`src/rtl/sar_pkg.sv`:
```
// Shared definitions for the successive-approximation search controller:
// the FSM state encoding and the legal upper bound for the result width.
package sar_pkg;

   // Widest result the controller supports; checked at elaboration.
   localparam int SAR_MAX_N = 32;

   typedef enum logic [1:0] {
      ST_IDLE  = 2'd0,
      ST_TRIAL = 2'd1,
      ST_DONE  = 2'd2
   } sar_state_t;

endpackage

```
`src/rtl/sar_search.sv`:
```
// Successive-approximation search controller. Drives trial values into an
// external "sample < trial" comparator, resolving an N-bit value MSB first,
// and presents the converged value on a valid/ready output.
// Optional build macro SAR_CMP_REG_EN: register the comparator answer and
// spend two TRIAL cycles per bit (drive, then decide on the registered answer).
module sar_search
   import sar_pkg::*;
#(
   parameter int N = 8
)
(
   input  logic         clk,
   input  logic         rst,
   input  logic         start_valid,
   output logic         start_ready,
   output logic [N-1:0] trial,
   input  logic         cmp_lt,
   output logic         busy,
   output logic [N-1:0] result,
   output logic         result_valid,
   input  logic         result_ready
);

   // Bit pointer width; a 1-bit result still needs a 1-bit pointer.
   localparam int PW = (N > 1) ? $clog2(N) : 1;
   localparam logic [N-1:0] LSB_ONE = N'(1'b1);

   generate
      if (N < 1 || N > SAR_MAX_N) begin : g_bad_width
         $error("sar_search: parameter N out of range");
      end
   endgenerate

   sar_state_t      state_q, state_d;
   logic [N-1:0]    acc_q, acc_d;
   logic [PW-1:0]   bit_q, bit_d;
   logic [N-1:0]    trial_q, trial_d;
   logic [N-1:0]    result_q, result_d;

   logic [N-1:0]    mask_s;
   logic [N-1:0]    acc_new_s;
   logic            decide_s;
   logic            cmp_use_s;

`ifdef SAR_CMP_REG_EN
   logic            cmp_q, cmp_d;
   logic            phase_q, phase_d;

   // Phase alternates drive/decide within TRIAL; comparator answer is captured every cycle.
   always_comb begin
      cmp_d = cmp_lt;
      if (state_q == ST_TRIAL) begin
         phase_d = ~phase_q;
      end else begin
         phase_d = 1'b0;
      end
   end

   // Registered comparator answer and phase flag.
   always_ff @(posedge clk) begin
      if (rst) begin
         cmp_q   <= 1'b0;
         phase_q <= 1'b0;
      end else begin
         cmp_q   <= cmp_d;
         phase_q <= phase_d;
      end
   end

   assign decide_s  = phase_q;
   assign cmp_use_s = cmp_q;
`else
   assign decide_s  = 1'b1;
   assign cmp_use_s = cmp_lt;
`endif

   // Next-state, accumulator and trial computation for the search.
   always_comb begin
      state_d  = state_q;
      acc_d    = acc_q;
      bit_d    = bit_q;
      trial_d  = trial_q;
      result_d = result_q;

      mask_s    = LSB_ONE << bit_q;
      // Keep the tentative bit only when the trial did not exceed the sample.
      acc_new_s = cmp_use_s ? acc_q : (acc_q | mask_s);

      case (state_q)
         ST_IDLE: begin
            if (start_valid) begin
               state_d = ST_TRIAL;
               acc_d   = '0;
               bit_d   = PW'(N - 1);
               trial_d = LSB_ONE << PW'(N - 1);
            end else begin
               state_d = ST_IDLE;
            end
         end
         ST_TRIAL: begin
            if (decide_s) begin
               acc_d = acc_new_s;
               if (bit_q == '0) begin
                  state_d  = ST_DONE;
                  trial_d  = acc_new_s;
                  result_d = acc_new_s;
               end else begin
                  bit_d   = bit_q - PW'(1'b1);
                  trial_d = acc_new_s | (mask_s >> 1);
               end
            end else begin
               acc_d = acc_q;
            end
         end
         ST_DONE: begin
            if (result_ready) begin
               state_d = ST_IDLE;
            end else begin
               state_d = ST_DONE;
            end
         end
         default: begin
            state_d = ST_IDLE;
         end
      endcase
   end

   // State, accumulator, pointer and output registers.
   always_ff @(posedge clk) begin
      if (rst) begin
         state_q  <= ST_IDLE;
         acc_q    <= '0;
         bit_q    <= '0;
         trial_q  <= '0;
         result_q <= '0;
      end else begin
         state_q  <= state_d;
         acc_q    <= acc_d;
         bit_q    <= bit_d;
         trial_q  <= trial_d;
         result_q <= result_d;
      end
   end

   assign trial        = trial_q;
   assign result       = result_q;
   assign start_ready  = (state_q == ST_IDLE);
   assign busy         = (state_q != ST_IDLE);
   assign result_valid = (state_q == ST_DONE);

endmodule

```
`config.mk`:
```
export PLATFORM = sky130hd
export DESIGN_NAME = sar_search
export DESIGN_NICKNAME = d
export VERILOG_FILES = /design/src/rtl/sar_pkg.sv /design/src/rtl/sar_search.sv
export SDC_FILE = /design/constraint.sdc
export NUM_CORES = 1
export LEC_CHECK = 0
export ABC_AREA = 1
export CAP_MARGIN = 20
export CELL_PAD_IN_SITES_DETAIL_PLACEMENT = 1
export CELL_PAD_IN_SITES_GLOBAL_PLACEMENT = 1
export CORE_MARGIN = 2
export CORE_UTILIZATION = 47
export CTS_CLUSTER_SIZE = 12
export DETAILED_ROUTE_END_ITERATION = 8
export DONT_BUFFER_PORTS = 1
export HOLD_SLACK_MARGIN = 0.03
export PLACE_DENSITY = 0.8
export RECOVER_POWER = 100
export SYNTH_ARGS = -nofsm -noshare
export SYNTH_HDL_FRONTEND = slang
export SYNTH_SLANG_ARGS = --single-unit
export TNS_END_PERCENT = 10
```
`constraint.sdc`:
```
create_clock -name clk -period 3.9 [get_ports clk]
set_input_delay 0.585 -clock clk [delete_from_list [all_inputs] [get_ports clk]]
set_output_delay 0.585 -clock clk [all_outputs]
set_load 0.01 [all_outputs]
```
==> results of run 1 <==
cells by family (layout without fill, tap and decap cells):
kind of cell,count (synthesis),count (layout),share of synthesized area
simple gates,101,101,0.320
compound gates,31,31,0.120
flops,29,29,0.420
buf+inv,29,32,0.0951
fa+ha+maj,5,5,0.0453
cell usage after synthesis, drive strengths merged:
library cell,count
ha,5
o21bai,1
clkbuf,2
buf,3
nor2,27
nand3,17
dfxtp,29
a21oi,23
inv,24
o21ai,7
nand2,57
registers in the layout, summed over array words and instances, names as in the netlist:
signal / flops
state_q: 2
bit_q: 3
acc_q: 8
result: 8
trial: 8
power by group through the flow:
stage | combinational [uW] | sequential, uW | clock, uW
floorplan | 111 | 337 | 0
global placement | 120 | 344 | 0
detailed placement | 126 | 345 | 0
CTS | 127 | 339 | 214
global route | 138 | 341 | 227
finish | 121 | 338 | 211
layout make-up:
| cell class | instances | area share |
|---|---|---|
| clock buffers | 7 | 0.0453 |
| well taps | 31 | 0.0270 |
| clock inverters | 1 | 0.00348 |
| flip-flops and latches | 29 | 0.404 |
| inverters | 24 | 0.0636 |
| multi-input cells | 137 | 0.456 |
layer usage:
| layer | GRT usage | vias up |
|---|---|---|
| met2 | 0.386 | 28 |
| li1 | - | 615 |
| met1 | 0.287 | 557 |
| met5 | 0 | - |
| met3 | 0.0580 | 12 |
| met4 | 0.146 | 0 |
metrics by stage:
| stage | power (uW) | std cells | setup WS, ps | instance area [sq um] | hold WS, ps |
|---|---|---|---|---|---|
| final | 670 | 229 | 1690 | 1440 | 297 |
| after global routing | 707 | 229 | 1380 | 1440 | 277 |
| after CTS | 680 | 229 | 2120 | 1450 | 290 |
| after detailed placement | 472 | 221 | 2390 | 1380 | 453 |
| after global placement | 464 | 221 | 2440 | 1380 | 447 |
| after floorplan | 447 | 195 | 2580 | 1380 | 440 |
final timing paths:
check | startpoint | end | slack [ps] | cells after the start
worst min register to register | acc_q[0] | acc_q[0] | 460 | 2
worst max-delay path | bit_q[0] | result[1] | 1690 | 7
worst min-delay path | rst | trial[6] | 300 | 1
worst max register to register | bit_q[0] | result[1] | 1690 | 7
worst register-to-register path: stages, from the launching register on:
cell	delay, ps
dfxtp_1	340
inv_1	150
ha_1	260
nand2_1	150
nor2_1	460
clkinvlp_2	490
nor2_1	200
nor2_1	70
==> results.toml, run 1 <==
[setup_path]
path_class = "flip-flop to flip-flop"
max_stage_delay_ps = 480
worstPathRequired_ps = 4140
path_max_fanout = 9
critPathTopFamily = "simple AND/OR/NAND/NOR gates"
cp-end-kind = "flip-flop"
worstSetupStartpointType = "flip-flop"
slowest_stage = "clkinvlp_2"
worstPathArrival_ps = 2450
cpMostUsedCell = "nor2_1"
critPathBufInv = 2
critical_path.cell_chain = "inv_1, ha_1, nand2_1, nor2_1, clkinvlp_2, nor2_1, nor2_1"

[power_and_ir_drop]
ir_worst_vdd_uv = 382
p_per_area_nw_per_um2 = 466
p_seq_frac = 0.505
netSwitchingPower_uw = 217
pwr-share-comb = 0.180
swShare = 0.325
clkPwrFrac = 0.315
p_leak_uw = 0.000648
intPower_uw = 452

[sta]
max_freq_mhz = 452
fin_crit_sh = 0.568
layout_min_cycle_time_ps = 2210
finalSetupViolCount = 0
drv_slew = 15
rsz0062_at_grt = "no"
fin_skew_ps = 6.73
setup_tns_ps = 0
finalHoldViolCount = 0
max_slew_margin = -0.0970
tightestPinTransition_ps = 1630

[place]
gp_congestion = 0.795
port_buffers = 0
hpwl_um = 2660

[floorplan]
core.rowCount = 19
die-area_sq_um = 3390
coreArea_sq_um = 2780
start_util = 0.497
io_pins = 24
die_width_um = 58.2
die_h_um = 58.2

[global_routing]
grt_pass1_vias = 1301
grt_pass1_wl_um = 6000
antenna_found_initial = 0
grt_max_degree = 23
grt_overflow_total = 0
track_usage = 0.240

[yosys]
synth_area_leaders = "dfxtp_1 42%, nand2_1 15%, a21oi_1 8.0%"
syn-cell-area_sq_um = 1380
synth_cell_type_count = 21
synth_top_area_share = 0.420
synth_area_per_cell_sq_um = 7.08
yosysSeqAreaShare = 0.420
synth_fp_nets = 205
synth_seq_cells = 29
yosys.area.top_type = "dfxtp_1"
synth_warnings = 0
synthCells = 195

[finish]
syn2layout_area_growth_pct = 3.99
fill_cells = 387
final_common_cell = "nand2_1"
regArea_sq_um = 581
utilization = 0.516
n_antenna_cell = 0
nNetsFinal = 207
mostFrequentLayoutCells = "55 x nand2_1, 29 x dfxtp_1, 26 x nor2_1"
multi_input_area_sq_um = 656
drive_above_1_share = 0.0707

[cts]
clock_latency_ps = 340
postCtsSetupBuffers = 0
htreeDepth = 2
root_buffer = "clkbuf_4"
tritoncts = "built"
cts_resized = 0
postCtsHoldBufs = 0
cts_buffer_depth = 2
cts.sinks = 29
numCtsBuffers = 5
clkTransAtPathRegs_ps = 90

[detailed_routing]
drt.antenna.violating_nets = 0
drc = 0
route.met3.wl_um = 168
via_count = 1212
via_per_inst = 5.29
wl_met2_um = 1670
maxUsedRoutingLayer = "met4"
drt_iter0_drc = 32
drt-wirelength-per-cell_um = 15.4
drt-met1-wl_um = 1570
first_pass_iters = 5
wirelength_um = 3530

[hold_path]
hold_path_class = "primary input to flip-flop"

[status]
status = "complete, but fails checks"
violations = "max-capacitance violations, max-slew violations"

[run]
maxCapViolations = 1
No activity file was read; power rests on OpenSTA's default activity.
==> run 2: changes to the inputs <==
--- a/config.mk
+++ b/config.mk
@@ -10,12 +10,12 @@
 export CELL_PAD_IN_SITES_DETAIL_PLACEMENT = 1
 export CELL_PAD_IN_SITES_GLOBAL_PLACEMENT = 1
 export CORE_MARGIN = 2
-export CORE_UTILIZATION = 47
+export CORE_UTILIZATION = 39
 export CTS_CLUSTER_SIZE = 12
 export DETAILED_ROUTE_END_ITERATION = 8
 export DONT_BUFFER_PORTS = 1
 export HOLD_SLACK_MARGIN = 0.03
-export PLACE_DENSITY = 0.8
+export PLACE_DENSITY = 0.7
 export RECOVER_POWER = 100
 export SYNTH_ARGS = -nofsm -noshare
 export SYNTH_HDL_FRONTEND = slang
==> constraint.sdc (replaced) <==
create_clock -name clk -period 1.9 [get_ports clk]
set_input_delay 0.285 -clock clk [delete_from_list [all_inputs] [get_ports clk]]
set_output_delay 0.285 -clock clk [all_outputs]
set_load 0.01 [all_outputs]
==> run 2 against run 1 <==
Effect of this change: the flow now finishes without violations; clock power increased to 2.6 times the previous value; first-iteration DRC count increased by 47%; cell count rose by 7.9%; design area rose by 4.7%; core utilization decreased by 6.9 points; register-to-register slack worse by 1300 ps; non-clock buffer count grew 3; global-route usage fell by 4.2 points; clock skew down 1.5 ps; total power is 120% higher; sequential power increased by 100%; via count is 0.25% lower; largest cell class unchanged.
==> results.toml, run 2 (synthesis gave the netlist of run 1 again) <==
[finish]
syn2layout_area_growth_pct = 8.88
fill_cells = 472
nNetsFinal = 210
multi_input_area_sq_um = 663
final_common_cell = "nand2_1"
regArea_sq_um = 581
mostFrequentLayoutCells = "55 x nand2_1, 29 x dfxtp_1, 25 x nor2_1"
instances_no_fill = 247
drive_above_1_share = 0.0796
n_antenna_cell = 0

[power_and_ir_drop]
p_per_area_nw_per_um2 = 999
power_uw = 1500
ir_worst_vdd_uv = 386
p_leak_uw = 0.000671

[global_routing]
antenna_found_initial = 0
grt_overflow_total = 0
track_usage = 0.197
grt_max_degree = 22
grt_pass1_vias = 1252
grt_pass1_wl_um = 5960

[place]
gp_congestion = 0.766
hpwl_um = 2650
port_buffers = 0
placed_cells_incl_taps = 238

[setup_path]
path_class = "flip-flop to flip-flop"
worstPathRequired_ps = 2080
critical_path.cell_chain = "inv_1, ha_1, nand2_1, nor2_4, inv_4, nand2_1, a21oi_1"
path_max_fanout = 9
cp-end-kind = "flip-flop"
critPathBufInv = 2
worstPathArrival_ps = 1730
critPathTopFamily = "simple AND/OR/NAND/NOR gates"
cpMostUsedCell = "nand2_1"
slowest_stage = "dfxtp_1"
worstSetupStartpointType = "flip-flop"
max_stage_delay_ps = 340

[cts]
cts_buffer_depth = 2
numCtsBuffers = 5
clkTransAtPathRegs_ps = 100
cts_resized = 0
postCtsHoldBufs = 1
htreeDepth = 2
tritoncts = "built"
clock_latency_ps = 330
cts.sinks = 29
postCtsSetupBuffers = 0
root_buffer = "clkbuf_4"

[floorplan]
die_h_um = 63.5
die-area_sq_um = 4030
coreArea_sq_um = 3360
core.rowCount = 21
die_width_um = 63.5
start_util = 0.411
io_pins = 24

[detailed_routing]
via_per_inst = 4.89
first_pass_iters = 4
drt-wirelength-per-cell_um = 14.1
via_count = 1209
drt_iter0_drc = 47
wirelength_um = 3480
drc = 0
drt.antenna.violating_nets = 0

[status]
status = "finished clean"

[sta]
timing.hold.ws_ps = 185
fin_crit_sh = 0.815
setup_tns_ps = 0
tightestPinTransition_ps = 796
finalSetupViolCount = 0
max_slew_margin = 0.468
rsz0062_at_grt = "no"
max_freq_mhz = 646
layout_min_cycle_time_ps = 1550
finalHoldViolCount = 0
fin_skew_ps = 5.23
drv_slew = 0

[hold_path]
hold_path_class = "primary input to flip-flop"

[run]
maxCapViolations = 0
==> run 2: worst paths after layout <==
| kind | end | startpoint | slack [ps] | cells past startpoint |
|---|---|---|---|---|
| max | result[3] | bit_q[0] | 350 | 7 |
| min | state_q[1] | result_ready | 190 | 3 |
| max reg2reg | result[3] | bit_q[0] | 350 | 7 |
| min reg2reg | acc_q[5] | acc_q[5] | 470 | 2 |
==> run 2: layout make-up <==
class                      instances  area share
clock buffer                       7      0.0366
clock inverter                     1      0.0200
inverter                          24      0.0616
multi-input combinational        137       0.441
sequential                        29       0.386
tap                               46      0.0383
timing repair buffer               3      0.0166
==> run 2: per-layer routing <==
layer,share of wire,track usage,wire [um]
met1,0.47,0.250,1620
met2,0.47,0.309,1630
met3,0.046,0.0518,160
met4,0.020,0.0978,69
met5,0,0,0
==> run 2: stage by stage <==
stage | utilization | instance area, sq um | setup slack, ps
finish | 0.447 | 1500 | 351
global route | 0.447 | 1500 | 218
CTS | 0.449 | 1510 | 410
detailed placement | 0.421 | 1420 | 436
global placement | 0.421 | 1420 | 533
floorplan | - | 1380 | 643
==> run 2: worst reg2reg max path: cells and delay by family (launching register included) <==
family                     cells  cell delay (ps)
AOI/OAI and AO/OA              1               60
buffers and inverters          2              230
and+or+nand+nor                3              510
adders and majority gates      1              260
DFF                            1              340
==> run 2: power breakdown <==
part / switching, uW / internal, uW / leakage (uW) / total [uW]
clock network: 225 / 314 / 0.0000455 / 539
logic: 195 / 82.0 / 0.000389 / 277
registers: 41.5 / 645 / 0.000236 / 686
